File: src/rtl/ahb_dma_write_master.sv
// AHB-Lite write master: one DMA request becomes a single INCR write burst carrying an
// incrementing data pattern to descending word addresses.
// Optional feature macro: DMA_BUSY_INSERT_EN inserts one BUSY cycle after every BUSY_GAP
// accepted beats when more beats remain.
module ahb_dma_write_master #(
  parameter int unsigned BUSY_GAP = 4
) (
  input  logic        HCLK,
  input  logic        HRESET,
  input  logic        start,
  input  logic [5:0]  RCC_Words_N,
  input  logic [15:0] RCC_DMA_ADDR_HIGH,
  input  logic [15:0] RCC_DMA_ADDR_LOW,
  input  logic [31:0] init_data,
  input  logic        HREADY,
  input  logic        HRESP,
  output logic [1:0]  HTRANS,
  output logic [31:0] HADDR,
  output logic        HWRITE,
  output logic [2:0]  HSIZE,
  output logic [2:0]  HBURST,
  output logic [31:0] HWDATA,
  output logic        busy,
  output logic        done,
  output logic        err
);

  localparam logic [1:0] TransIdle   = 2'b00;
  localparam logic [1:0] TransBusy   = 2'b01;
  localparam logic [1:0] TransNonseq = 2'b10;
  localparam logic [1:0] TransSeq    = 2'b11;

  if ((BUSY_GAP < 1) || (BUSY_GAP > 63)) begin : gen_gap_check
    $error("BUSY_GAP must be in 1..63");
  end

  typedef enum logic [2:0] {
    S_IDLE, S_ADDR, S_BURST, S_LAST, S_DONE, S_ERR, S_BUSY
  } state_e;

  state_e      state_q, state_d;
  logic [5:0]  n_q, n_d;
  logic [5:0]  beat_q, beat_d;       // index of the beat currently in its address phase
  logic [31:0] haddr_q, haddr_d;
  logic [31:0] d0_q, d0_d;
  logic [31:0] hwdata_q, hwdata_d;
  logic [1:0]  htrans;
  logic        last_beat;
  logic        accept;
  logic        in_xfer;
  logic        err_first;
  logic        take_busy;

  assign last_beat = (beat_q == (n_q - 6'd1));
  assign accept    = ((state_q == S_ADDR) || (state_q == S_BURST)) && HREADY;
  assign in_xfer   = (state_q == S_ADDR) || (state_q == S_BURST) ||
                     (state_q == S_LAST) || (state_q == S_BUSY);
  // First cycle of the two-cycle ERROR response.
  assign err_first = in_xfer && HRESP && !HREADY;

`ifdef DMA_BUSY_INSERT_EN
  localparam logic [5:0] GapW = 6'(BUSY_GAP);

  logic [5:0] gap_q, gap_d;

  assign take_busy = ((gap_q + 6'd1) == GapW) && !last_beat;

  // Count accepted beats since the last BUSY; cleared while idle.
  always_comb begin
    gap_d = gap_q;
    if (state_q == S_IDLE) begin
      gap_d = '0;
    end else if (accept) begin
      gap_d = take_busy ? 6'd0 : gap_q + 6'd1;
    end
  end

  // Beat-gap counter register.
  always_ff @(posedge HCLK or posedge HRESET) begin
    if (HRESET) begin
      gap_q <= '0;
    end else begin
      gap_q <= gap_d;
    end
  end
`else
  assign take_busy = 1'b0;
`endif

  // Next-state, pipeline registers and bus outputs.
  always_comb begin
    state_d  = state_q;
    n_d      = n_q;
    beat_d   = beat_q;
    haddr_d  = haddr_q;
    d0_d     = d0_q;
    hwdata_d = hwdata_q;
    htrans   = TransIdle;
    busy     = 1'b0;
    done     = 1'b0;
    err      = 1'b0;
    unique case (state_q)
      S_IDLE: begin
        if (start) begin
          if (RCC_Words_N != 6'd0) begin
            n_d     = RCC_Words_N;
            haddr_d = {RCC_DMA_ADDR_HIGH, RCC_DMA_ADDR_LOW};
            d0_d    = init_data;
            beat_d  = '0;
            state_d = S_ADDR;
          end else begin
            state_d = S_DONE;
          end
        end
      end
      S_ADDR, S_BURST: begin
        htrans = (state_q == S_ADDR) ? TransNonseq : TransSeq;
        busy   = 1'b1;
        if (HREADY) begin
          // Address accepted: its data goes out next cycle, next address descends.
          haddr_d  = haddr_q - 32'd1;
          hwdata_d = d0_q + {26'd0, beat_q};
          beat_d   = beat_q + 6'd1;
          if (last_beat) begin
            state_d = S_LAST;
          end else if (take_busy) begin
            state_d = S_BUSY;
          end else begin
            state_d = S_BURST;
          end
        end
      end
      S_BUSY: begin
        htrans = TransBusy;
        busy   = 1'b1;
        if (HREADY) begin
          state_d = S_BURST;
        end
      end
      S_LAST: begin
        busy = 1'b1;
        if (HREADY) begin
          state_d = S_DONE;
        end
      end
      S_DONE: begin
        done    = 1'b1;
        state_d = S_IDLE;
      end
      S_ERR: begin
        err     = 1'b1;
        state_d = S_IDLE;
      end
      default: state_d = S_IDLE;
    endcase
    // Cancel the pending address as soon as the slave signals ERROR.
    if (err_first) begin
      htrans  = TransIdle;
      state_d = S_ERR;
    end
  end

  // State and datapath registers.
  always_ff @(posedge HCLK or posedge HRESET) begin
    if (HRESET) begin
      state_q  <= S_IDLE;
      n_q      <= '0;
      beat_q   <= '0;
      haddr_q  <= '0;
      d0_q     <= '0;
      hwdata_q <= '0;
    end else begin
      state_q  <= state_d;
      n_q      <= n_d;
      beat_q   <= beat_d;
      haddr_q  <= haddr_d;
      d0_q     <= d0_d;
      hwdata_q <= hwdata_d;
    end
  end

  assign HTRANS = htrans;
  assign HADDR  = haddr_q;
  assign HWDATA = hwdata_q;
  assign HWRITE = (htrans != TransIdle);
  assign HSIZE  = 3'b010;
  assign HBURST = 3'b001;

endmodule

File: config.mk
export PLATFORM = sky130hd
export DESIGN_NAME = ahb_dma_write_master
export DESIGN_NICKNAME = d
export VERILOG_FILES = /design/src/rtl/ahb_dma_write_master.sv
export SDC_FILE = /design/constraint.sdc
export NUM_CORES = 1
export LEC_CHECK = 0
export BUFFER_PORTS_ARGS = -buffer_cell sky130_fd_sc_hd__buf_4
export CORE_ASPECT_RATIO = 0.8
export CORE_MARGIN = 10
export CORE_UTILIZATION = 49
export CTS_CLUSTER_SIZE = 14
export DETAILED_ROUTE_END_ITERATION = 8
export GPL_TIMING_DRIVEN = 0
export PLACE_DENSITY = 0.86
export SYNTH_ARGS = -nofsm -noshare
export SYNTH_HDL_FRONTEND = slang
export SYNTH_SLANG_ARGS = --single-unit
File: constraint.sdc
create_clock -name HCLK -period 3.5 [get_ports HCLK]
set_input_delay 0.7 -clock HCLK [delete_from_list [all_inputs] [get_ports HCLK]]
set_output_delay 0.7 -clock HCLK [all_outputs]
set_load 0.01 [all_outputs]
-- After elaboration in Yosys (flattened, before gate mapping)
Index checks and enable logic that the tools add are counted.
- multiplexer cells: 22
- reduce and logical (&&, ||, !) cells: 16
- $add $sub $neg: 4
- equal/unequal tests: 14
- operators with widths (operator ; number):
    $mux W32 ; 3
    $pmux W32 S2 ; 1
    $add A32 B6 Y32 ; 1
    $sub A32 B1 Y32 const B ; 1
    $mux W3 ; 6
    $mux W6 ; 3
    $ne A3 B3 Y1 const B ; 4
    $pmux W3 S4 ; 1
    $pmux W6 S2 ; 1
    $eq A3 B3 Y1 const B ; 3
    $reduce_and A4 Y1 ; 2
    $add A6 B1 Y6 const B ; 1
    $eq A3 B2 Y1 const B ; 2
    $eq A6 B6 Y1 ; 1
    $ne A2 B2 Y1 const B ; 3
    $reduce_bool A6 Y1 ; 1
    $sub A6 B1 Y6 const B ; 1
    $mux W1 ; 5
    $pmux W2 S2 ; 1
    $reduce_bool A2 Y1 ; 2
    $reduce_or A4 Y1 ; 1
    $eq A3 B1 Y1 const B ; 1
    $logic_not A3 Y1 ; 1
    $logic_or A1 B1 Y1 ; 3
    6 further kinds ; 7
- register bits: 111
- input bits: 75
- word-level logic and storage cells: 62
- output and inout bits: 76

-- Depth between registers and ports, before layout
- depth in word-level cells: 8
- gate-level depth with buffers: 8
- gate-level depth less buffers: 8

-- Worst setup path after synthesis
No wires, ideal clock.
- path kind: input-to-reg
- start point: input port RCC_Words_N[0]
- end point: register haddr_q[16], in the netlist HADDR[16]
- data arrival time: 2.404 ns
- stages on the path: 6
- required time: 3.372 ns
- buffers on the path: 1
- setup time: 0.128 ns
- setup slack: 0.968 ns
- cells stage by stage: or4_1 o31ai_1 nand2_1 buf_2 a21oi_1 a21oi_1
- word-level cells in the longest chain between the ends: 3
- ends and longest elaborated chain (element ; RTL line ; source):
    start: declaration ; 11 ; input logic [5:0] RCC_Words_N,
    $reduce_bool A6 Y1 ; 105 ; if (RCC_Words_N != 6'd0) begin
    $ne A2 B2 Y1 (no line) ; n/a ;
    $reduce_and A4 Y1 (no line) ; n/a ;
    end signal: assignment ; 176 ; haddr_q <= haddr_d;
    end: declaration ; 44 ; logic [31:0] haddr_q, haddr_d;
No other way between the ends.
A chain may end at the register's enable or synchronous reset.

-- Final worst setup path
Same ends and word-level chain as after synthesis.

==> impl_results.md <==
* Status: finished, final reports clean
* Drt drc at 0
* Ant. Diodes at 0
* Initial DRT Pass Iterations at 6
* ANT nets after route at 0
* Slowest CP cell: o31ai_1
* Num rows at 36
* Place WS at 0.0118 ns
* Number of flops mapped to enable cells by yosys at 0
* Buffers on Ports at 143
* DR iter-0 viols at 617
* Area delta synth->final at 26.6%
* Crit path top cell by count: a21oi_1
* Post-layout nets at 892
* VDD IR max at 0.000373 V
* Mapped Cells at 647
* Max incr delay on CP at approximately 1 ns
* Crit path time final at roughly 3.2 ns
* CTS buffer count at 9
* Design area at 0.00766 mm2
* IO Pins at 151
* Largest net degree at the start of global routing at between 40 and 50
* Synth top area share at 45.9%
* Worst-Margin Slew at 1.25 ns
* RSZ-0062 raised after global routing: no
* Power, Total at 7.02 mW
* Post-CTS setup buffers at 0
* Global-route wire length before repair at 28700 um
* Synth Area per Inst at 9.35 um2
* Pleak at 3.38 nW
* Arrival time at the worst endpoint at 3.44 ns
* Clock Sinks at 111
* Grt ovf at 0
* Sequential area share after synthesis at 45.9%
* Crit start category: input port
* Antenna violations before repair at 0
* Synth top area cells: dfrtp_1 (46%), mux2_2 (6.0%), o21ai_0 (5.5%)
* Flops & latches, synth at between 100 and 150
* Max Fanout on Critical Path at 10
* Rel. slew slack at 15.8%
* Ys async rst share at 100%
* Final setup vio count at 0
* Post-synthesis cell type count at 63
* Worst-skew pair later-pin latency at approximately 0.35 ns
* Post-DP Area at 0.00737 mm2
* DRT Wirelength at 17900 um
* Slew Limit Fails at 0
* Overall routing resource usage at ~20%
* PwrDens at 916 mW/mm2
* Hpwl dp at 13700 um
* Clock Root Buffer: clkbuf_16
* Largest area contributor in the netlist: dfrtp_1
* Die span in x at 144 um
* Worst reg2reg setup slack at ~0.37 ns
* Routed len/inst at 18.6 um
* MaxCap Viol Count at 0
* # hold bufs at CTS at 0
* Die area at 0.0172 mm2
* Vias in the first global route at 5578
* Final worst path period share at 92.0%
* Crit end category: flop
* Critical path data required time at 3.72 ns
* Skew final at 0.0109 ns
* Layout cells sized above 1 at a little over a quarter
* Cell Area, Synth at 0.00605 mm2
* Most frequent cell after synthesis: dfrtp_1
* Post-cts resize count at 0
* H-tree depth at 3
* Hold Fails Final Rpt at 0
* Vias/cell at roughly 6
* FMAX at around 0.31 GHz
* Fillers at 1013
* Initial Utilization at about half
* Min-delay worst type: input port to asynchronous set/reset pin
* Final worst slack at 0.280 ns
* Global placer's final weighted congestion at 0.904
* Via count at 5621
* Die height at approximately 120 um
* CTS max path bufs at 2
* Most used flip-flop cell after synthesis: dfrtp_1
* Core area at between 0.01 and 0.015 mm2
* Yosys warns at 0
* CP cell instances: buf_4 -> or4_1 -> o31ai_1 -> nand2_1 -> buf_2 -> a21oi_1 -> a21oi_1
* Total negative slack at 0 ns
* Post-synth top cells: dfrtp_1 (111), nand2_1 (80), o21ai_0 (66)
* CTS clk-pin slew, worst paths at 0.08 ns
* TritonCTS clock tree: done
* Fin util at 63.2%
* Setup CP Type: input port to flop
## worst paths after layout
check                                      start                     end  cells past startpoint
min                                       HRESET   HADDR[24]$_DFFE_PP0P_                      2
max reg2reg                 HADDR[0]$_DFFE_PP0P_   HADDR[28]$_DFFE_PP0P_                      8
min reg2reg                HWDATA[3]$_DFFE_PP0P_   HWDATA[3]$_DFFE_PP0P_                      2
max                               RCC_Words_N[0]   HADDR[16]$_DFFE_PP0P_                      7
min in group HCLK          HWDATA[3]$_DFFE_PP0P_   HWDATA[3]$_DFFE_PP0P_                      2
max in group asynchronous                 HRESET  HWDATA[14]$_DFFE_PP0P_                      4
## power breakdown
part | switching [mW] | internal [mW] | leakage (nW)
Clock | 0.511 | 0.499 | 0.139
Combinational | 1.88 | 1.57 | 1.90
Sequential | 0.648 | 1.90 | 1.34
Total | 3.04 | 3.97 | 3.38
## layer usage
layer	track usage [%]	part of all wire [%]
met4	7.38	2.9
met3	5.08	8.9
met1	26.9	42
met5	0	0
met2	32.3	46
## placed cells by master (no fill, tap or decap), drive strengths merged, types with 9 or more instances in the layout
cell type	synthesis	routed
xnor2	22	22
o22ai	10	10
o21ai	69	69
ha	9	9
nor3	25	25
nand4	10	10
clkbuf	20	29
buf	20	165
nor2	60	60
nand2	80	80
mux2	32	32
xor2	16	16
inv	11	14
dfrtp	111	111
a21oi	40	40
## metrics by stage
step	cells	hold WS (ns)
after floorplan	651	0.466
after global placement	946	0.461
after detailed placement	948	0.469
after CTS	964	0.486
after global routing	964	0.503
final	964	0.477
## kinds of logic (layout without fill, tap and decap cells)
| kind of cell | count (synthesis) | after routing | share of synthesized area, % |
|---|---|---|---|
| AND/OR/NAND/NOR | 225 | 225 | 17.8 |
| AO/OA/AOI/OAI | 174 | 174 | 17.4 |
| flip-flops | 111 | 111 | 45.9 |
| buffers and inverters | 51 | 212 | 4.42 |
| XOR/XNOR | 38 | 38 | 5.50 |
| multiplexers | 36 | 36 | 6.62 |
| adder cells (fa/ha/maj) | 10 | 10 | 2.19 |
| other | 2 | 6 | 0.124 |
## layout make-up
class | instances | area (um2) | share of cell area (%)
Tap cell | 152 | 190 | 2.48
Clock inverter | 7 | 62.6 | 0.817
Timing Repair Buffer | 145 | 1110 | 14.5
Clock buffer | 9 | 225 | 2.94
Buffer | 40 | 226 | 2.96
Sequential cell | 111 | 2780 | 36.3
Inverter | 11 | 45.0 | 0.588
Multi-Input combinational cell | 489 | 3020 | 39.4
## critical path: cells and delay by family
kind | cells | cell delay, ns
AND/OR/NAND/NOR | 2 | 1.04
buffers and inverters | 2 | 0.46
AO/OA/AOI/OAI | 3 | 1.23
## sequential cells by signal, indices dropped and copies added, names as in the netlist
register  cells
HADDR        32
HWDATA       32
d0_q         32
beat_q        6
n_q           6
state_q       3
Power figures use the tool's default switching activity.
